## src/rtl/rl_lj_pair_scheduler_pkg.sv

```systemverilog
// Shared state encoding and default sizing for the LJ pair scheduler.
// RL_LJ_HOME_HALF_PAIR_EN: the home cell issues only pairs with n > h.
package rl_lj_sched_pkg;

  typedef enum logic [2:0] {
    WAIT_FOR_START = 3'd0,
    LOAD           = 3'd1,
    ISSUE          = 3'd2,
    DRAIN          = 3'd3,
    DONE           = 3'd4
  } sched_state_e;

  localparam int DEF_PARTICLE_ID_WIDTH  = 20;
  localparam int DEF_ADDR_WIDTH         = 7;
  localparam int DEF_NUM_NEIGHBOR_CELLS = 14;
  localparam int DEF_CELL_SEL_WIDTH     = 4;
  localparam int DEF_NUM_FILTER         = 4;
  localparam int DEF_DRAIN_CYCLES       = 31;
  localparam int DEF_DRAIN_CNT_WIDTH    = 6;

`ifdef RL_LJ_HOME_HALF_PAIR_EN
  localparam bit HOME_HALF_PAIR = 1'b1;
`else
  localparam bit HOME_HALF_PAIR = 1'b0;
`endif

  // Counts carry one extra bit so a full 2^ADDR_WIDTH cell is representable.
  function automatic int cnt_width(input int addr_width);
    return addr_width + 1;
  endfunction

endpackage

```

## src/rtl/rl_lj_pair_scheduler_if.sv

```systemverilog
// Request/count/back-pressure inputs and RAM-read/pair outputs of the scheduler.
interface rl_lj_pair_scheduler_if
  import rl_lj_sched_pkg::*;
#(
  parameter int PARTICLE_ID_WIDTH  = DEF_PARTICLE_ID_WIDTH,
  parameter int ADDR_WIDTH         = DEF_ADDR_WIDTH,
  parameter int NUM_NEIGHBOR_CELLS = DEF_NUM_NEIGHBOR_CELLS,
  parameter int CELL_SEL_WIDTH     = DEF_CELL_SEL_WIDTH,
  parameter int NUM_FILTER         = DEF_NUM_FILTER
);
  logic                                        start;
  logic [ADDR_WIDTH:0]                         home_particle_num;
  logic [NUM_NEIGHBOR_CELLS*(ADDR_WIDTH+1)-1:0] neighbor_particle_num;
  logic [NUM_FILTER-1:0]                       back_pressure;
  logic                                        rden;
  logic [ADDR_WIDTH-1:0]                       home_rdaddr;
  logic [CELL_SEL_WIDTH-1:0]                   neighbor_cell_sel;
  logic [ADDR_WIDTH-1:0]                       neighbor_rdaddr;
  logic                                        pair_valid;
  logic [PARTICLE_ID_WIDTH-1:0]                ref_particle_id;
  logic [PARTICLE_ID_WIDTH-1:0]                neighbor_particle_id;
  logic                                        busy;
  logic                                        done;

  modport master (
    output start, home_particle_num, neighbor_particle_num, back_pressure,
    input  rden, home_rdaddr, neighbor_cell_sel, neighbor_rdaddr,
           pair_valid, ref_particle_id, neighbor_particle_id, busy, done
  );

  modport slave (
    input  start, home_particle_num, neighbor_particle_num, back_pressure,
    output rden, home_rdaddr, neighbor_cell_sel, neighbor_rdaddr,
           pair_valid, ref_particle_id, neighbor_particle_id, busy, done
  );
endinterface

```

## src/rtl/rl_lj_pair_counter.sv

```systemverilog
// Nested home(h) / cell(c) / neighbor(n) sweep pointer; advance_i takes one step.
// cell_empty_o marks a bubble step, last_o marks the step that finishes the sweep.
module rl_lj_pair_counter
  import rl_lj_sched_pkg::*;
#(
  parameter int ADDR_WIDTH         = DEF_ADDR_WIDTH,
  parameter int NUM_NEIGHBOR_CELLS = DEF_NUM_NEIGHBOR_CELLS,
  parameter int CELL_SEL_WIDTH     = DEF_CELL_SEL_WIDTH
) (
  input  logic                      clk,
  input  logic                      rst,
  input  logic                      clear_i,
  input  logic                      advance_i,
  input  logic [ADDR_WIDTH:0]       home_limit_i,
  input  logic [ADDR_WIDTH:0]       cell_limit_i,
  output logic [ADDR_WIDTH-1:0]     h_o,
  output logic [CELL_SEL_WIDTH-1:0] c_o,
  output logic [ADDR_WIDTH-1:0]     n_o,
  output logic                      cell_empty_o,
  output logic                      last_o
);
  localparam int CNT_W = cnt_width(ADDR_WIDTH);

  logic [CNT_W-1:0]          h_q, h_d, n_q, n_d;
  logic [CELL_SEL_WIDTH-1:0] c_q, c_d;
  logic [CNT_W-1:0]          h_nxt, n_nxt;
  logic                      cell_end, c_last;

  assign h_nxt    = h_q + 1'b1;
  assign n_nxt    = n_q + 1'b1;
  // n starts past the limit for an empty cell, so one compare covers both cases.
  assign cell_end = (n_nxt >= cell_limit_i);
  assign c_last   = (c_q == CELL_SEL_WIDTH'(NUM_NEIGHBOR_CELLS - 1));

  assign cell_empty_o = (n_q >= cell_limit_i);
  assign last_o       = cell_end && c_last && (h_nxt == home_limit_i);
  assign h_o          = h_q[ADDR_WIDTH-1:0];
  assign c_o          = c_q;
  assign n_o          = n_q[ADDR_WIDTH-1:0];

  always_comb begin
    h_d = h_q;
    c_d = c_q;
    n_d = n_q;
    if (clear_i) begin
      h_d = '0;
      c_d = '0;
      n_d = HOME_HALF_PAIR ? CNT_W'(1) : '0;
    end else if (advance_i) begin
      if (!cell_end) begin
        n_d = n_nxt;
      end else if (!c_last) begin
        c_d = c_q + 1'b1;
        n_d = '0;
      end else begin
        c_d = '0;
        h_d = h_nxt;
        n_d = HOME_HALF_PAIR ? (h_nxt + 1'b1) : '0;
      end
    end
  end

  always_ff @(posedge clk) begin
    if (rst) begin
      h_q <= '0;
      c_q <= '0;
      n_q <= '0;
    end else begin
      h_q <= h_d;
      c_q <= c_d;
      n_q <= n_d;
    end
  end
endmodule

```

## src/rtl/rl_lj_pair_scheduler.sv

```systemverilog
// Sweeps home-cell particles against all neighbor cells, driving RAM reads and
// pair IDs; stalls on any back-pressure bit, drains, then pulses done.
module rl_lj_pair_scheduler
  import rl_lj_sched_pkg::*;
#(
  parameter int PARTICLE_ID_WIDTH  = DEF_PARTICLE_ID_WIDTH,
  parameter int ADDR_WIDTH         = DEF_ADDR_WIDTH,
  parameter int NUM_NEIGHBOR_CELLS = DEF_NUM_NEIGHBOR_CELLS,
  parameter int CELL_SEL_WIDTH     = DEF_CELL_SEL_WIDTH,
  parameter int NUM_FILTER         = DEF_NUM_FILTER,
  parameter int DRAIN_CYCLES       = DEF_DRAIN_CYCLES,
  parameter int DRAIN_CNT_WIDTH    = DEF_DRAIN_CNT_WIDTH
) (
  input  logic                  clk,
  input  logic                  rst,
  rl_lj_pair_scheduler_if.slave bus
);
  localparam int CNT_W = cnt_width(ADDR_WIDTH);

  sched_state_e               state_q, state_d;
  logic [DRAIN_CNT_WIDTH-1:0] drain_q, drain_d;
  logic [CNT_W-1:0]           home_cnt_q;
  logic [CNT_W-1:0]           cell_cnt_q [NUM_NEIGHBOR_CELLS];
  logic [NUM_FILTER-1:0]      bp;
  logic                       step, issue, drain_last, busy_c, done_c;
  logic [ADDR_WIDTH-1:0]      ptr_h, ptr_n;
  logic [CELL_SEL_WIDTH-1:0]  ptr_c;
  logic                       cell_empty, ptr_last;

  logic                         rden_q, pair_valid_q;
  logic [ADDR_WIDTH-1:0]        home_rdaddr_q, neighbor_rdaddr_q;
  logic [CELL_SEL_WIDTH-1:0]    cell_sel_q;
  logic [PARTICLE_ID_WIDTH-1:0] ref_id_q, nbr_id_q;

  assign bp         = bus.back_pressure;
  // Back-pressure freezes bubbles too, so the pointer moves only when bp is clear.
  assign step       = (state_q == ISSUE) && (bp == '0);
  assign issue      = step && !cell_empty;
  assign drain_last = (drain_q == DRAIN_CNT_WIDTH'(DRAIN_CYCLES - 1));

  rl_lj_pair_counter #(
    .ADDR_WIDTH        (ADDR_WIDTH),
    .NUM_NEIGHBOR_CELLS(NUM_NEIGHBOR_CELLS),
    .CELL_SEL_WIDTH    (CELL_SEL_WIDTH)
  ) u_counter (
    .clk         (clk),
    .rst         (rst),
    .clear_i     (state_q == LOAD),
    .advance_i   (step),
    .home_limit_i(home_cnt_q),
    .cell_limit_i(cell_cnt_q[ptr_c]),
    .h_o         (ptr_h),
    .c_o         (ptr_c),
    .n_o         (ptr_n),
    .cell_empty_o(cell_empty),
    .last_o      (ptr_last)
  );

  always_ff @(posedge clk) begin
    if (rst) begin
      state_q <= WAIT_FOR_START;
      drain_q <= '0;
    end else begin
      state_q <= state_d;
      drain_q <= drain_d;
    end
  end

  always_comb begin
    state_d = state_q;
    drain_d = '0;
    case (state_q)
      WAIT_FOR_START: if (bus.start) state_d = LOAD;
      LOAD:           state_d = (bus.home_particle_num == '0) ? DONE : ISSUE;
      ISSUE:          if (step && ptr_last) state_d = DRAIN;
      DRAIN: begin
        if (drain_last) state_d = DONE;
        else            drain_d = drain_q + 1'b1;
      end
      DONE:           state_d = WAIT_FOR_START;
      default:        state_d = WAIT_FOR_START;
    endcase
  end

  always_comb begin
    busy_c = 1'b0;
    done_c = 1'b0;
    case (state_q)
      LOAD, ISSUE, DRAIN: busy_c = 1'b1;
      DONE:               done_c = 1'b1;
      default:            ;
    endcase
  end

  always_ff @(posedge clk) begin
    if (rst) begin
      home_cnt_q <= '0;
      for (int k = 0; k < NUM_NEIGHBOR_CELLS; k++) cell_cnt_q[k] <= '0;
    end else if (state_q == LOAD) begin
      home_cnt_q <= bus.home_particle_num;
      for (int k = 0; k < NUM_NEIGHBOR_CELLS; k++)
        cell_cnt_q[k] <= bus.neighbor_particle_num[k*CNT_W +: CNT_W];
    end
  end

  // Addresses hold across stalls and bubbles; IDs are zero unless a read was issued.
  always_ff @(posedge clk) begin
    if (rst) begin
      rden_q            <= 1'b0;
      home_rdaddr_q     <= '0;
      cell_sel_q        <= '0;
      neighbor_rdaddr_q <= '0;
      pair_valid_q      <= 1'b0;
      ref_id_q          <= '0;
      nbr_id_q          <= '0;
    end else begin
      rden_q <= issue;
      if (issue) begin
        home_rdaddr_q     <= ptr_h;
        cell_sel_q        <= ptr_c;
        neighbor_rdaddr_q <= ptr_n;
      end
      pair_valid_q <= rden_q;
      ref_id_q     <= rden_q ? PARTICLE_ID_WIDTH'(home_rdaddr_q) : '0;
      nbr_id_q     <= rden_q ? PARTICLE_ID_WIDTH'({cell_sel_q, neighbor_rdaddr_q}) : '0;
    end
  end

  assign bus.rden                 = rden_q;
  assign bus.home_rdaddr          = home_rdaddr_q;
  assign bus.neighbor_cell_sel    = cell_sel_q;
  assign bus.neighbor_rdaddr      = neighbor_rdaddr_q;
  assign bus.pair_valid           = pair_valid_q;
  assign bus.ref_particle_id      = ref_id_q;
  assign bus.neighbor_particle_id = nbr_id_q;
  assign bus.busy                 = busy_c;
  assign bus.done                 = done_c;
endmodule

```

## src/flat_wrapper.sv

```systemverilog
// flat-port wrapper written by rule: the top's interface ports become plain ports
module rl_lj_pair_scheduler_flat import rl_lj_sched_pkg::*;
#(
  parameter int PARTICLE_ID_WIDTH  = DEF_PARTICLE_ID_WIDTH,
  parameter int ADDR_WIDTH         = DEF_ADDR_WIDTH,
  parameter int NUM_NEIGHBOR_CELLS = DEF_NUM_NEIGHBOR_CELLS,
  parameter int CELL_SEL_WIDTH     = DEF_CELL_SEL_WIDTH,
  parameter int NUM_FILTER         = DEF_NUM_FILTER,
  parameter int DRAIN_CYCLES       = DEF_DRAIN_CYCLES,
  parameter int DRAIN_CNT_WIDTH    = DEF_DRAIN_CNT_WIDTH
)
  (clk, rst, bus_start, bus_home_particle_num, bus_neighbor_particle_num, bus_back_pressure, bus_rden, bus_home_rdaddr, bus_neighbor_cell_sel, bus_neighbor_rdaddr, bus_pair_valid, bus_ref_particle_id, bus_neighbor_particle_id, bus_busy, bus_done);
  rl_lj_pair_scheduler_if #(.PARTICLE_ID_WIDTH(PARTICLE_ID_WIDTH), .ADDR_WIDTH(ADDR_WIDTH), .NUM_NEIGHBOR_CELLS(NUM_NEIGHBOR_CELLS), .CELL_SEL_WIDTH(CELL_SEL_WIDTH), .NUM_FILTER(NUM_FILTER)) bus_i ();
  input  logic clk;
  input  logic rst;
  input wire logic [$bits(bus_i.start)-1:0] bus_start;
  input wire logic [$bits(bus_i.home_particle_num)-1:0] bus_home_particle_num;
  input wire logic [$bits(bus_i.neighbor_particle_num)-1:0] bus_neighbor_particle_num;
  input wire logic [$bits(bus_i.back_pressure)-1:0] bus_back_pressure;
  output wire logic [$bits(bus_i.rden)-1:0] bus_rden;
  output wire logic [$bits(bus_i.home_rdaddr)-1:0] bus_home_rdaddr;
  output wire logic [$bits(bus_i.neighbor_cell_sel)-1:0] bus_neighbor_cell_sel;
  output wire logic [$bits(bus_i.neighbor_rdaddr)-1:0] bus_neighbor_rdaddr;
  output wire logic [$bits(bus_i.pair_valid)-1:0] bus_pair_valid;
  output wire logic [$bits(bus_i.ref_particle_id)-1:0] bus_ref_particle_id;
  output wire logic [$bits(bus_i.neighbor_particle_id)-1:0] bus_neighbor_particle_id;
  output wire logic [$bits(bus_i.busy)-1:0] bus_busy;
  output wire logic [$bits(bus_i.done)-1:0] bus_done;
  assign bus_i.start = bus_start;
  assign bus_i.home_particle_num = bus_home_particle_num;
  assign bus_i.neighbor_particle_num = bus_neighbor_particle_num;
  assign bus_i.back_pressure = bus_back_pressure;
  assign bus_rden = bus_i.rden;
  assign bus_home_rdaddr = bus_i.home_rdaddr;
  assign bus_neighbor_cell_sel = bus_i.neighbor_cell_sel;
  assign bus_neighbor_rdaddr = bus_i.neighbor_rdaddr;
  assign bus_pair_valid = bus_i.pair_valid;
  assign bus_ref_particle_id = bus_i.ref_particle_id;
  assign bus_neighbor_particle_id = bus_i.neighbor_particle_id;
  assign bus_busy = bus_i.busy;
  assign bus_done = bus_i.done;
  rl_lj_pair_scheduler #(.PARTICLE_ID_WIDTH(PARTICLE_ID_WIDTH), .ADDR_WIDTH(ADDR_WIDTH), .NUM_NEIGHBOR_CELLS(NUM_NEIGHBOR_CELLS), .CELL_SEL_WIDTH(CELL_SEL_WIDTH), .NUM_FILTER(NUM_FILTER), .DRAIN_CYCLES(DRAIN_CYCLES), .DRAIN_CNT_WIDTH(DRAIN_CNT_WIDTH)) u_core (.clk(clk), .rst(rst), .bus(bus_i));
endmodule
```

## config.mk

```make
export PLATFORM = sky130hd
export DESIGN_NAME = rl_lj_pair_scheduler_flat
export DESIGN_NICKNAME = d
export VERILOG_FILES = /design/src/rtl/rl_lj_pair_scheduler_pkg.sv /design/src/rtl/rl_lj_pair_scheduler_if.sv /design/src/rtl/rl_lj_pair_counter.sv /design/src/rtl/rl_lj_pair_scheduler.sv /design/src/flat_wrapper.sv
export SDC_FILE = /design/constraint.sdc
export NUM_CORES = 1
export LEC_CHECK = 0
export BUFFER_PORTS_ARGS = -buffer_cell sky130_fd_sc_hd__buf_2
export CORE_ASPECT_RATIO = 1.5
export CORE_UTILIZATION = 50
export DETAILED_ROUTE_END_ITERATION = 16
export PLACE_DENSITY = 0.77
export SETUP_SLACK_MARGIN = 0.02
export SYNTH_ARGS = -nofsm -noshare
export SYNTH_HDL_FRONTEND = slang
export SYNTH_SLANG_ARGS = --single-unit
```

## constraint.sdc

```tcl
create_clock -name clk -period 5 [get_ports clk]
set_input_delay 0.25 -clock clk [delete_from_list [all_inputs] [get_ports clk]]
set_output_delay 0.25 -clock clk [all_outputs]
set_load 0.01 [all_outputs]
```

# After elaboration in Yosys (flattened, before gate mapping)
# Memories as Yosys holds them, arrays and structs flattened. A register that Yosys moved wholly into a read port is not among the register bits.
# Index checks and enable logic that the tools add are counted.
# totals
register_bits	97
n_memories	1
ram_bits	112
output_inout_bits	62
wordCells	94
# classes
n_mux	30
reduce_logical	16
add_sub_neg	4
n_lt_le_gt_ge	2
n_bitwise	16
eq_ne	10
# mem_list
name	words	word_bits	read_ports	rd_clocked_by_memory_dff	wr	line_no	rtl
u_core.cell_cnt_q	14	8	1	1	14	rl_lj_pair_scheduler.sv:23	logic [CNT_W-1:0] cell_cnt_q [NUM_NEIGHBOR_CELLS];
# op_table
op	n
$mux 8	15
$add 8x1->8 const B	2
$ge 8x8->1	2
$or 1x1->1	14
$mux 3	4
$mux 4	3
$pmux 3 s4	1
$eq 8x8->1	1
$logic_not 8->1	1
$mux 1	7
$add 6x1->6 const B	1
$eq 3x2->1 const B	2
$eq 6x5->1 const B	1
$reduce_and 3->1	2
$reduce_or 3->1	2
$logic_and 1x1->1	5
$add 4x1->4 const B	1
$eq 4x4->1 const B	1
$logic_not 4->1	1
$ne 2x2->1 const B	2
$reduce_or 2->1	2
$eq 3x1->1 const B	1
$eq 3x3->1 const B	1
$logic_not 3->1	1
4 further kinds	5

# Longest topological paths before layout
# logic_depth
word_depth	7
depth_mapped	14
mapped_depth_nobuf	10

# Cells and area by module
# From an unflattened synthesis, not the netlist that was laid out.
# unflattened
cells_unflattened	758
area_unflattened_um2	9097.5
# modules_own_cells
module	cells_each	instances	area_per_inst_um2
rl_lj_pair_scheduler	530	1	7283.2
rl_lj_pair_counter	228	1	1814.2

# Worst setup path after synthesis
# No wires, ideal clock.
# synth_timing
path_type	flip-flop to flip-flop
start	register u_core.state_q[0]
end	memory u_core.cell_cnt_q[0][0] (netlist name) (enable)
path_slack_ns	0.430
stages_incl_launch_ff	7
t_arrival_ns	4.049
setup_time_ns	0.521
path_cell_list	dfxtp_1 > buf_4 > nand2b_1 > nor2_1 > nor2_1 > inv_1 > clkbuf_1
# synth_rtl
element	line_no	rtl
start: declaration	rl_lj_pair_scheduler.sv:20	sched_state_e state_q, state_d;
start signal: assignment	rl_lj_pair_scheduler.sv:64	state_q <= state_d;
end: declaration	rl_lj_pair_scheduler.sv:23	

==> impl_metrics.tcl <==
set metrics [dict create \
    crit_fanout 20 \
    grt_pass1_vias 6029 \
    ys_ff_latch 191 \
    via_per_inst 5.22 \
    critPathRequiredTime_ns 5.28 \
    area_delta_synth_final_pct 16.4 \
    io-pin-count 189 \
    core_mm2 0.0181 \
    grt_remaining_overflow 0 \
    post_cts_buffers 0 \
    final_common_cell "buf_2" \
    cp_slowest_cell "dfxtp_2" \
    power_density_mw_per_mm2 366 \
    cts-hold-fix-buffers 0 \
    drive_gt1_share_pct 25.2 \
    clockRootBuffer "clkbuf_16" \
    synthFlopType "edfxtp_1" \
    crit_path_end_kind "flip-flop" \
    fin_ws_ns 1.01 \
    grtUsageTotal_pct 20.2 \
    dpl_worst_slack_ns 1.02 \
    routed_wl_um 18800 \
    async_flop_share_pct 0 \
    worst_pin_slew_ns 1.09 \
    startpoint_type "flip-flop" \
    status "finished clean" \
    gp_congestion 0.792 \
    die_w_um 113 \
    clk_latency_ns 0.43 \
    final_cell_mix "buf_2, edfxtp_1, and2_1" \
    hp-class "input pin to flip-flop" \
    cp_data_arrival_time_ns 4.27 \
    clock_path_buffers 2 \
    drt-initial-drc-count 351 \
    clkSinkCount 191 \
    io_buffers 166 \
    synth.distinct_cells 53 \
    finalSetupViolations 0 \
    antenna_left 0 \
    cts_tree "done" \
    synth-edff-count 112 \
    cts_resized 0 \
    place_hpwl_um 13300 \
    h-tree-depth 4 \
    numCtsBuffers 17 \
    yosysWarnings 0 \
    syn_area_mm2 0.00928 \
    die_area_mm2 0.0191 \
    ys_seq_area_share_pct 53.3 \
    start_util_pct 51.3 \
    path_clk_slew_ns 0.07 \
    drcViolationCount 0 \
    cp_cell_sequence "buf_4 -> mux4_2 -> nor2_1 -> a21oi_1 -> a21oi_1 -> ha_1 -> a21o_1 -> a211oi_2 -> buf_4 -> o21a_1 -> o211ai_1" \
    synthCells 827 \
    grt_start_max_net_pins 76 \
    peakVddDrop_uv 229 \
    synth_area_per_cell_um2 11.2 \
    std_cell_rows 60 \
    dpl.cell_count 1197 \
    final_cells 1228 \
    drtPass1Iterations 4 \
    slowest_delay_ns 0.76 \
    slew_headroom_pct 27.6 \
    antenna_found_initial 0 \
    skew_ns 0.0101 \
    vias 6415 \
    fin_crit_sh_pct 79.7 \
    fmax_ghz 0.251 \
    final.setup.tns_ns 0 \
    final_max_slew_viol_count 0 \
    rsz0062_at_grt "false" \
    nets 1115 \
    post_drt_wl_per_cell_um 15.3 \
    hold_violations 0 \
    crit_type "flip-flop to flip-flop" \
    leakage_nw 4.15 \
    layout_min_cycle_time_ns 3.99 \
    dieHeight_um 169 \
    grt_first_pass_wirelength_um 29700 \
    antenna_cells 0 \
    max-cap-violations 0 \
]
## synthesized netlist by cell type, drive strengths merged, types with 4 or more instances
master | count | area share (%)
and2 | 103 | 6.9
o21ai | 10 | 0.54
buf | 35 | 2.5
nand2 | 35 | 1.4
xnor2 | 13 | 1.2
o31ai | 9 | 0.73
xor2 | 6 | 0.57
a22o | 8 | 0.75
mux2i | 16 | 1.7
nor3 | 27 | 1.5
a31oi | 4 | 0.27
clkbuf | 43 | 1.7
mux4 | 25 | 6.1
or4 | 8 | 0.65
dfxtp | 79 | 17
a21oi | 55 | 3.0
edfxtp | 112 | 36
nor2 | 48 | 1.9
nand2b | 20 | 1.3
or3 | 5 | 0.39
ha | 20 | 2.7
inv | 6 | 0.24
nor2b | 53 | 3.6
o211ai | 36 | 2.9
nand3 | 16 | 0.92
## registers in the layout (all words and copies together), names as in the netlist, named ones only
register / count
u_core.bus.neighbor_cell_sel: 4
u_core.bus.home_rdaddr: 7
u_core.state_q: 3
u_core.bus.ref_particle_id: 7
u_core.bus.pair_valid: 1
u_core.bus.neighbor_rdaddr: 7
u_core.u_counter.c_o: 4
u_core.home_cnt_q: 8
u_core.cell_cnt_q: 112
u_core.u_counter.h_q: 8
u_core.drain_q: 6
u_core.bus.rden: 1
u_core.bus.neighbor_particle_id: 11
u_core.u_counter.n_q: 8
## final timing paths
path | from | endpoint | slack [ns] | cells after the start
worst max-delay path | flip-flop | u_core.bus.neighbor_cell_sel[3] | 1.01 | 11
worst min-delay path | bus_home_particle_num[3] | u_core.home_cnt_q[3] | 0.06 | 2
worst max register to register | flip-flop | u_core.bus.neighbor_cell_sel[3] | 1.01 | 11
worst min register to register | u_core.drain_q[0] | u_core.drain_q[0] | 0.46 | 1
## kinds of logic after synthesis
logic type | share of synthesized area (%)
AO/OA/AOI/OAI | 9.52
XOR/XNOR | 1.79
flip-flops | 53.3
adder cells (fa/ha/maj) | 2.70
multiplexers | 7.91
AND/OR/NAND/NOR | 20.3
buffers and inverters | 4.47
other | 0.0404
## final cells by class
class	instances	area (um2)
Clock inverter	13	150
Sequential cell	191	4950
Fill cell	1506	7290
Multi-Input combinational cell	573	4010
Clock buffer	18	429
Timing Repair Buffer	179	928
Inverter	6	25.0
Tap cell	248	310
## metrics by stage
stage / hold WS [ns] / utilization (%) / cell area [um2] / power, mW
4_1_cts: 0.0370 / 59.7 / 10800 / 3.98
3_5_place_dp: 0.454 / 56.5 / 10200 / 2.63
5_1_grt: 0.0431 / 59.7 / 10800 / 4.11
2_1_floorplan: 0.376 / - / 9360 / 2.46
3_3_place_gp: 0.446 / 56.5 / 10200 / 2.61
6_report: 0.0568 / 59.7 / 10800 / 3.95
## critical path: cells and delay by family, from the launching register on
family,cells,cell delay [ns]
compound gates,6,1.52
flops,1,0.76
buf+inv,2,0.64
mux,1,0.53
fa+ha+maj,1,0.28
simple gates,1,0.10
## report_power, final
part / internal (mW) / leakage [nW] / switching, mW
clock network: 0.748 / 0.286 / 0.600
logic: 0.234 / 2.04 / 0.355
registers: 1.93 / 1.82 / 0.0851
## routing by layer
layer  vias to the layer above  GRT usage (%)  wire length, um
met3                        28           3.65              788
met4                         0           8.92              514
met1                      2996           24.3             7690
li1                       3211              -                -
met5                         -              0                0
met2                       180           35.2             9800
No activity file was read; power rests on OpenSTA's default activity.
